--- src/rtl/hazard_stall_unit.sv ---
// Stall/flush controller for the 5-stage MIPS pipeline: resolves load-use, mul/div
// occupancy, data-memory wait and taken-branch hazards into PC/pipeline-register controls.
module hazard_stall_unit #(
  parameter int MULDIV_LAT = 4
) (
  input  logic        i_clk,
  input  logic        i_rst,
  input  logic [4:0]  i_rs,
  input  logic [4:0]  i_rt,
  input  logic        i_id_uses_rs,
  input  logic        i_id_uses_rt,
  input  logic        i_id_muldiv,
  input  logic        i_id_reads_hilo,
  input  logic [4:0]  i_ex_rd,
  input  logic        i_ex_memRead,
  input  logic        i_ex_regWrite,
  input  logic        i_branch_taken,
  input  logic        i_dmem_busy,
  output logic        o_pc_en,
  output logic        o_ifid_en,
  output logic        o_idex_en,
  output logic        o_exmem_en,
  output logic        o_memwb_en,
  output logic        o_ifid_flush,
  output logic        o_idex_flush,
  output logic        o_muldiv_busy,
  output logic [15:0] o_stall_count
);

  typedef enum logic {IDLE, BUSY} md_state_t;

  md_state_t  state;
  logic [3:0] cnt;
  logic       freeze;
  logic       load_use;
  logic       md_hazard;
  logic       stall;
  logic       md_issue;

  assign freeze   = i_dmem_busy;
  assign load_use = i_ex_memRead & i_ex_regWrite & (i_ex_rd != 5'd0) &
                    ((i_id_uses_rs & (i_rs == i_ex_rd)) |
                     (i_id_uses_rt & (i_rt == i_ex_rd)));

  // Busy is masked during reset so the controls come up clean on the reset cycle itself.
  assign o_muldiv_busy = (state == BUSY) & ~i_rst;
  assign md_hazard     = o_muldiv_busy & (i_id_muldiv | i_id_reads_hilo);
  assign stall         = load_use | md_hazard;
  assign md_issue      = i_id_muldiv & ~freeze & ~i_branch_taken & ~stall;

  always_comb begin
    o_pc_en      = 1'b1;
    o_ifid_en    = 1'b1;
    o_idex_en    = 1'b1;
    o_exmem_en   = 1'b1;
    o_memwb_en   = 1'b1;
    o_ifid_flush = 1'b0;
    o_idex_flush = 1'b0;
    if (i_rst) begin
      o_pc_en = 1'b1;
    end else if (freeze) begin
      o_pc_en    = 1'b0;
      o_ifid_en  = 1'b0;
      o_idex_en  = 1'b0;
      o_exmem_en = 1'b0;
      o_memwb_en = 1'b0;
    end else if (i_branch_taken) begin
      o_ifid_flush = 1'b1;
      o_idex_flush = 1'b1;
    end else if (stall) begin
      o_pc_en      = 1'b0;
      o_ifid_en    = 1'b0;
      o_idex_flush = 1'b1;
    end
  end

  // The mul/div unit runs independently of the pipeline, so a freeze does not pause it.
  always_ff @(posedge i_clk) begin
    if (i_rst) begin
      state <= IDLE;
      cnt   <= 4'd0;
    end else begin
      case (state)
        IDLE: begin
          if (md_issue) begin
            state <= BUSY;
            cnt   <= 4'(MULDIV_LAT - 1);
          end
        end
        BUSY: begin
          cnt <= cnt - 4'd1;
          if (cnt == 4'd1) state <= IDLE;
        end
        default: begin
          state <= IDLE;
          cnt   <= 4'd0;
        end
      endcase
    end
  end

  always_ff @(posedge i_clk) begin
    if (i_rst) begin
      o_stall_count <= 16'd0;
    end else if (!o_pc_en && (o_stall_count != 16'hFFFF)) begin
      o_stall_count <= o_stall_count + 16'd1;
    end
  end

endmodule

--- config.mk ---
export PLATFORM = sky130hd
export DESIGN_NAME = hazard_stall_unit
export DESIGN_NICKNAME = d
export VERILOG_FILES = /design/src/rtl/hazard_stall_unit.sv
export SDC_FILE = /design/constraint.sdc
export NUM_CORES = 1
export LEC_CHECK = 0
export ABC_AREA = 1
export BUFFER_PORTS_ARGS = -buffer_cell sky130_fd_sc_hd__buf_2
export CELL_PAD_IN_SITES_DETAIL_PLACEMENT = 1
export CELL_PAD_IN_SITES_GLOBAL_PLACEMENT = 2
export CORE_MARGIN = 2
export CORE_UTILIZATION = 27
export CTS_CLUSTER_DIAMETER = 50
export DETAILED_ROUTE_END_ITERATION = 10
export PLACE_DENSITY_LB_ADDON = 0.1
export SYNTH_ARGS = -nofsm -noshare
export SYNTH_HDL_FRONTEND = slang
export SYNTH_SLANG_ARGS = --single-unit
--- constraint.sdc ---
create_clock -name i_clk -period 2.8 [get_ports i_clk]
set_clock_uncertainty 0.2 [all_clocks]
set_input_delay 0.14 -clock i_clk [delete_from_list [all_inputs] [get_ports i_clk]]
set_output_delay 0.14 -clock i_clk [all_outputs]
set_load 0.01 [all_outputs]
* Yosys cells after proc, flatten, opt, wreduce, memory -nomap -nowiden
Index checks and enable logic that the tools add are counted.
** Cells by class
- Add/subtract/negate cells :: 2
- Multiply operators :: 0
- Div/mod/pow operators :: 0
- $lt $le $gt $ge :: 0
- Equal/unequal tests :: 5
- Shifts and indexed selects :: 0
- Mux-type cells :: 18
- Bitwise gates (word level) :: 18
- Reductions and logical operators :: 3
** Operators by type and width (number)
- 16-bit by 1-bit adder with 16-bit output, second input constant :: 1
- 16-bit inequality test, second input constant :: 1
- 1-bit 2-to-1 mux :: 15
- 1-bit bitwise AND :: 10
- 5-bit equality test :: 2
- 4-bit case mux with 2 select lines :: 1
- 1-bit NOT :: 5
- 5-bit nonzero test :: 1
- 4-bit by 1-bit equality test with 1-bit output, second input constant :: 1
- 4-bit 2-to-1 mux :: 1
- 4-bit by 1-bit subtractor with 4-bit output, second input constant :: 1
- 1-bit OR :: 3
- 2-bit inequality test, second input constant :: 1
- 1-bit case mux with 2 select lines :: 1
- 1-bit logical AND :: 1
- 1-bit zero test :: 1
** Word-level totals
- Flip-flop bits (word level) :: 21
- Bits in latches :: 0
- RAM bits :: 0
- Memory bits (read-only) :: 0
- Logic and storage cells :: 49
- Memories :: 0

* Logic depth before layout (Yosys ltp)
Gate-level depths: netlist of run 1.
- Depth after elaboration :: 11
- Gate-level depth with buffers :: 14

* Worst setup path after synthesis of run 1
Ideal clock, no wire load.
- Path type :: register to register
- Start :: reg o_stall_count[0]
- End :: reg o_stall_count[0]
- Arrival :: 1.646 ns
- Data required time :: 2.485 ns
- Setup slack :: 0.839 ns
- Cell stages (with the launch flop) :: 10
- Path buffers :: 1
- Path through :: dfxtp_1 -> ha_1 -> nand2_2 -> nor3_4 -> nand4_2 -> nor2_4 -> inv_4 -> buf_6 -> a21oi_1 -> nor2_1
** On the way
- Cells in the longest elaborated chain, start to end :: 2
** RTL lines
- from (decl) :: line 27 : output logic [15:0] o_stall_count
- from (signal assigned) :: line 106 : o_stall_count <= o_stall_count + 16'd1;
- parallel branches: the longest is 2 deep, another holds 16-bit by 1-bit adder with 16-bit output
Parallel ways; which one is timed is not known.
A chain may end at the register's enable or synchronous reset.

* Final worst setup path of run 1
- Start :: reg state
- End :: out o_pc_en
** On the way
- Cells in the longest elaborated chain, start to end :: 7
** RTL lines
- from (decl) :: line 32 : md_state_t state;
- from (signal assigned) :: line 80 : state <= IDLE;
- from (signal assigned) :: line 86 : state <= BUSY;
- from (signal assigned) :: line 92 : if (cnt == 4'd1) state <= IDLE;
- 1-bit bitwise AND :: line 46 : assign o_muldiv_busy = (state == BUSY) & ~i_rst;
- 1-bit bitwise AND :: line 47 : assign md_hazard = o_muldiv_busy & (i_id_muldiv | i_id_reads_hilo);
- 1-bit OR :: line 48 : assign stall = load_use | md_hazard;
- 1-bit 2-to-1 mux :: line 70 : end else if (stall) begin
- 1-bit 2-to-1 mux :: line 67 : end else if (i_branch_taken) begin
- 1-bit 2-to-1 mux :: line 61 : end else if (freeze) begin
- 1-bit 2-to-1 mux :: line 59 : if (i_rst) begin
- to (decl) :: line 19 : output logic o_pc_en,
No other way between the ends.

==> results of run 1 <==
worst min path at each step:
stage	startpoint	end	slack [ns]	cells past startpoint
after floorplan	i_rst	o_muldiv_busy	0.13	1
after global placement	cnt[1]	cnt[1]	0.26	2
after detailed placement	cnt[1]	cnt[1]	0.26	2
after CTS	i_rst	o_stall_count[12]	0.04	2
after global routing	i_rst	o_stall_count[15]	0.08	2
final	i_rst	o_stall_count[12]	0.04	2
cells in the mapped netlist:
cell type and instances:
a21oi_1 18, a21oi_2 1, and3_1 1, buf_2 1, buf_4 4, buf_6 1
buf_8 1, clkbuf_1 2, clkbuf_2 1, dfxtp_1 21, ha_1 3, inv_1 37
inv_4 1, nand2_1 63, nand2_2 1, nand2_4 1, nand3_1 25, nand4_1 3
nand4_2 1, nor2_1 22, nor2_4 1, nor3_1 3, nor3_4 1, nor3b_1 1
nor4_1 1, o211ai_1 1, o21ai_0 4, o21ai_1 1, o221ai_1 1, or2_2 1
xnor2_1 2, xor2_1 9
power breakdown:
part | internal (W) | switching (W) | leakage, nW
Clock | 0.000102 | 0.000107 | 0.0228
Combinational | 0.0000394 | 0.0000605 | 0.738
Sequential | 0.000305 | 0.00000595 | 0.170
cell families (layout without fill, tap and decap cells):
family	Yosys count	after routing
simple gates	125	125
xor+xnor	11	11
buf+inv	48	93
compound gates	26	26
flops	21	21
fa+ha+maj	3	3
routing by layer:
layer	share of wire, %	global-route usage [%]	vias up
met1	46	18.1	712
met5	0	0	-
li1	-	-	819
met3	4.8	3.26	4
met4	1.2	4.21	0
met2	48	26.1	37
registers in the layout, indices dropped and copies added (netlist names):
| name | count |
|---|---|
| state | 1 |
| o_stall_count | 16 |
| cnt | 4 |
per-stage QoR:
step | cells | setup WS [ns] | total power, W | utilization (%) | hold slack [ns]
after floorplan | 234 | 0.839 | 0.000383 | - | 0.134
after global placement | 345 | 0.656 | 0.000420 | 33.7 | 0.260
after detailed placement | 345 | 0.606 | 0.000421 | 33.7 | 0.260
after CTS | 349 | 0.422 | 0.000631 | 34.5 | 0.0398
after global routing | 349 | 0.201 | 0.000656 | 34.5 | 0.0750
final | 349 | 0.486 | 0.000620 | 34.5 | 0.0390
area by class of cell:
| class | count | share of cell area (%) |
|---|---|---|
| Multi-Input combinational cell | 165 | 46.5 |
| Sequential cell | 21 | 23.4 |
| Timing Repair Buffer | 51 | 14.6 |
| Inverter | 38 | 8.08 |
| Tap cell | 70 | 4.87 |
| Clock buffer | 4 | 2.51 |
worst reg2reg max path: cells and delay by family, from the launching register on:
family	cells	cell delay, ns
AND/OR/NAND/NOR	6	1.12
flip-flops	1	0.48
AO/OA/AOI/OAI	2	0.15
buffers and inverters	1	0.09
==> results.sh, run 1 <==
export IMPL_setup_viol=0
export IMPL_max_slew_margin_rel_pct=56.0
export IMPL_ys_ff_latch=21
export IMPL_reg2regPathDepth=9
export IMPL_syn_to_final_growth_pct=21.8
export IMPL_hpwl_mm=3.29
export IMPL_vias_per_cell=4.50
export IMPL_fin_tns_setup_ns=0
export IMPL_grt_pass1_wl_mm=7.23
export IMPL_cts_buffers=3
export IMPL_wirelength_mm=4.06
export IMPL_path_common_cell="nand2_1"
export IMPL_netlist_area_leader_share_pct=28.5
export IMPL_overflow=0
export IMPL_slew_violations=0
export IMPL_syn_area_um2=1480
export IMPL_synth_top_family_by_area="simple AND/OR/NAND/NOR gates"
export IMPL_start_util_pct=28.3
export IMPL_tightestPinTransition_ns=0.658
export IMPL_clock_latency_ns=0.27
export IMPL_die_w_um=77.9
export IMPL_worstPathCellList="inv_1, nor2_1, o21ai_1, nand2_1, nand2_1, nand2_1, inv_1, buf_2"
export IMPL_post_cts_hold_buffer_count=0
export IMPL_path_class="flip-flop to output pin"
export IMPL_antenna_found_initial=0
export IMPL_gp_congestion=0.728
export IMPL_yosysSeqAreaShare_pct=28.5
export IMPL_max_vdd_ir_drop_mv=0.158
export IMPL_finalCritPeriodShare_pct=82.6
export IMPL_r2r_end="o_stall_count[1]"
export IMPL_cap_violations=0
export IMPL_status="finished, final reports clean"
export IMPL_grtUsageTotal_pct=14.9
export IMPL_post_dp_cell_area_um2=1750
export IMPL_grt_max_degree=19
export IMPL_path_delay_family="simple AND/OR/NAND/NOR gates"
export IMPL_cts_buffer_depth=2
export IMPL_postCtsSetupRepairBufs=0
export IMPL_io_pins=49
export IMPL_cp_arrival_ns=1.97
export IMPL_reg2reg_slack_ns=0.65
export IMPL_crit_slowest_cell="nand2_1"
export IMPL_muxShareOfSynthArea_pct=0
export IMPL_clock_sinks=21
export IMPL_via_count=1572
export IMPL_post_synth_and_or_nand_nor_area_fraction_pct=38.1
export IMPL_critPathBufInv=3
export IMPL_n_antenna_cell=0
export IMPL_yosys_top_cells_area="dfxtp_1, nand2_1, inv_1"
export IMPL_synth_warnings=0
export IMPL_stdcell_area_um2=1800
export IMPL_hold_path_class="input port to flip-flop"
export IMPL_syn_inst=234
export IMPL_dieArea_um2=6070
export IMPL_syn_area_per_cell_um2=6.30
export IMPL_required_ns=2.46
export IMPL_clk_pin_slew_ns=0.09
export IMPL_path_max_fanout=18
export IMPL_cts_tree="yes"
export IMPL_critPathLaunchType="flip-flop"
export IMPL_cts_repair_resized=0
export IMPL_firstDrtPassIters=4
export IMPL_grt_pass1_vias=1632
export IMPL_yosys_area_share_adder_pct=2.54
export IMPL_synth_top_cell_by_area="dfxtp_1"
export IMPL_p_leak_nw=0.930
export IMPL_crit_start="state"
export IMPL_seqCellArea_um2=420
export IMPL_fill_cells=728
export IMPL_portBuffers=48
export IMPL_endpoint="o_pc_en"
export IMPL_htreeDepth=1
export IMPL_r2r_start="state"
export IMPL_ant_nets=0
export IMPL_period_needed_ns=2.31
export IMPL_fin_nets=308
export IMPL_rows=26
export IMPL_drt_iter0_markers=29
export IMPL_end_kind="output pin"
export IMPL_coreArea_um2=5200
export IMPL_synth_compound_area_share_pct=9.50
export IMPL_layout_commonest_cell="nand2_1"
export IMPL_layout_common_cells="nand2_1, buf_2, inv_1"
export IMPL_cp_slowest_stage_delay_ns=0.49
export IMPL_cp_num_cells=8
export IMPL_max_freq_mhz=432
export IMPL_multi_input_area_um2=836
export IMPL_wl_per_cell_um=11.6
export IMPL_die_h_um=77.9
export IMPL_rsz0062_at_grt="no"
export IMPL_hold_viol=0
export IMPL_power_density_nw_per_um2=345
export IMPL_clockRootBuffer="clkbuf_8"
export IMPL_ys_types=32
export IMPL_drc=0
export IMPL_synthXorXnorAreaFrac_pct=6.53
export IMPL_layout_drive_gt1_share_pct=22.2
export IMPL_postSynthNetCount=262
Note: power is estimated with default switching activity, not from simulation.
==> inputs of run 2 (changes only) <==
Settings changed: CORE_UTILIZATION 27 to 23.
Clock period 2.8 ns to 2 ns, I/O delays scaled along.
==> results.sh, run 2 (synthesis results as in run 1) <==
export IMPL_max_vdd_ir_drop_mv=0.235
export IMPL_whs_ns=0.0691
export IMPL_path_class="flip-flop to flip-flop"
export IMPL_grtUsageTotal_pct=12.4
export IMPL_status="finished, final reports clean"
export IMPL_top_regs="o_stall_count (16), cnt (4), state (1)"
export IMPL_gp_congestion=0.708
export IMPL_die_w_um=84.1
export IMPL_critPathLaunchType="flip-flop"
export IMPL_hold_viol=0
export IMPL_n_antenna_cell=0
export IMPL_syn_to_final_growth_pct=30.9
export IMPL_grt_pass1_vias=1564
export IMPL_cap_violations=0
export IMPL_ant_nets=0
export IMPL_crit_slowest_cell="dfxtp_2"
export IMPL_layout_drive_gt1_share_pct=27.6
export IMPL_cp_slowest_stage_delay_ns=0.35
export IMPL_fin_nets=319
export IMPL_period_needed_ns=1.82
export IMPL_required_ns=1.99
export IMPL_layout_common_cells="nand2_1, buf_2, inv_1"
export IMPL_largest_reg_flops=16
export IMPL_wirelength_mm=4.23
export IMPL_via_count=1590
export IMPL_finish_utilization_pct=30.8
export IMPL_firstDrtPassIters=4
export IMPL_cp_arrival_ns=1.81
export IMPL_multi_input_area_um2=868
export IMPL_clock_latency_ns=0.26
export IMPL_crit_start="o_stall_count[1]"
export IMPL_antenna_found_initial=0
export IMPL_slew_violations=0
export IMPL_p_leak_nw=0.993
export IMPL_finalCritPeriodShare_pct=90.8
export IMPL_vias_per_cell=4.33
export IMPL_drc=0
export IMPL_tightestPinTransition_ns=0.282
export IMPL_end_kind="flip-flop"
export IMPL_clockRootBuffer="clkbuf_8"
export IMPL_min_from="i_rst"
export IMPL_start_util_pct=23.5
export IMPL_worstPathCellList="ha_2, nand2_2, nor3_4, nand4_2, nor2_4, inv_4, nand2_8, nand2_1, a21oi_1"
export IMPL_io_pins=49
export IMPL_power_density_nw_per_um2=452
export IMPL_cts_buffers=3
export IMPL_r2r_start="o_stall_count[1]"
export IMPL_grt_max_degree=17
export IMPL_dieArea_um2=7070
export IMPL_fill_cells=849
export IMPL_path_max_fanout=15
export IMPL_clk_pin_slew_ns=0.08
export IMPL_grt_pass1_wl_mm=7.23
export IMPL_seqCellArea_um2=423
export IMPL_setup_viol=0
export IMPL_overflow=0
export IMPL_layout_commonest_cell="nand2_1"
export IMPL_wl_per_cell_um=11.5
export IMPL_portBuffers=48
export IMPL_die_h_um=84.1
export IMPL_htreeDepth=1
export IMPL_clock_sinks=21
export IMPL_hpwl_mm=3.46
export IMPL_max_freq_mhz=551
export IMPL_cts_tree="yes"
export IMPL_cts_buffer_depth=2
export IMPL_reg2reg_slack_ns=0.18
export IMPL_drt_iter0_markers=37
export IMPL_hold_path_class="input port to flip-flop"
export IMPL_rows=29
export IMPL_fin_tns_setup_ns=0
export IMPL_coreArea_um2=6280
export IMPL_regMostFlops="o_stall_count"
export IMPL_rsz0062_at_grt="no"
export IMPL_max_slew_margin_rel_pct=81.0
-- run 2: final timing paths --
| kind | end | cells past startpoint |
|---|---|---|
| hold reg to reg | cnt[3] | 2 |
| hold / removal | o_stall_count[1] | 3 |
| setup reg to reg | o_stall_count[8] | 9 |
| setup / recovery | o_stall_count[8] | 9 |
-- run 2: stage by stage --
step / total power, W / setup WS [ns] / area (um2) / std cells
global route: 0.000937 / 0.0172 / 1930 / 367
detailed placement: 0.000596 / 0.0170 / 1830 / 361
CTS: 0.000897 / 0.0191 / 1880 / 366
floorplan: 0.000536 / 0.0393 / 1480 / 234
global placement: 0.000594 / 0.124 / 1830 / 361
finish: 0.000872 / 0.184 / 1930 / 367
-- run 2: cell type report --
cell class,count,area share [%]
multi-input combinational,165,45.0
clock inverter,1,0.259
timing repair buffer,62,18.2
tap,77,4.99
clock buffer,3,2.14
sequential,21,21.9
inverter,38,7.52
-- run 2: power by group --
part | switching [W] | total [W] | internal (W)
sequential | 0.00000562 | 0.000433 | 0.000428
clock | 0.000146 | 0.000285 | 0.000139
combinational | 0.0000906 | 0.000154 | 0.0000636
total | 0.000242 | 0.000872 | 0.000630
-- run 2: timing repair --
action	4_1_cts	5_1_grt
endpoints found under the setup margin	0	15
hold endpoints to repair	3	0
setup buffers	0	1
resized for setup	0	10
hold buffers	1	0
-- run 2: per-layer routing --
layer  track usage [%]  part of all wire, %
met4              3.96                 0.69
met5                 0                    0
met1              16.2                   49
met2              20.6                   47
met3              2.08                  4.0
-- run 2: worst max-delay path: cells and delay by family (launching register included) --
kind / cells / cell delay, ns
buffers and inverters: 1 / 0.11
AND/OR/NAND/NOR: 6 / 0.77
adder cells (fa/ha/maj): 1 / 0.20
flip-flops: 1 / 0.35
AO/OA/AOI/OAI: 1 / 0.12
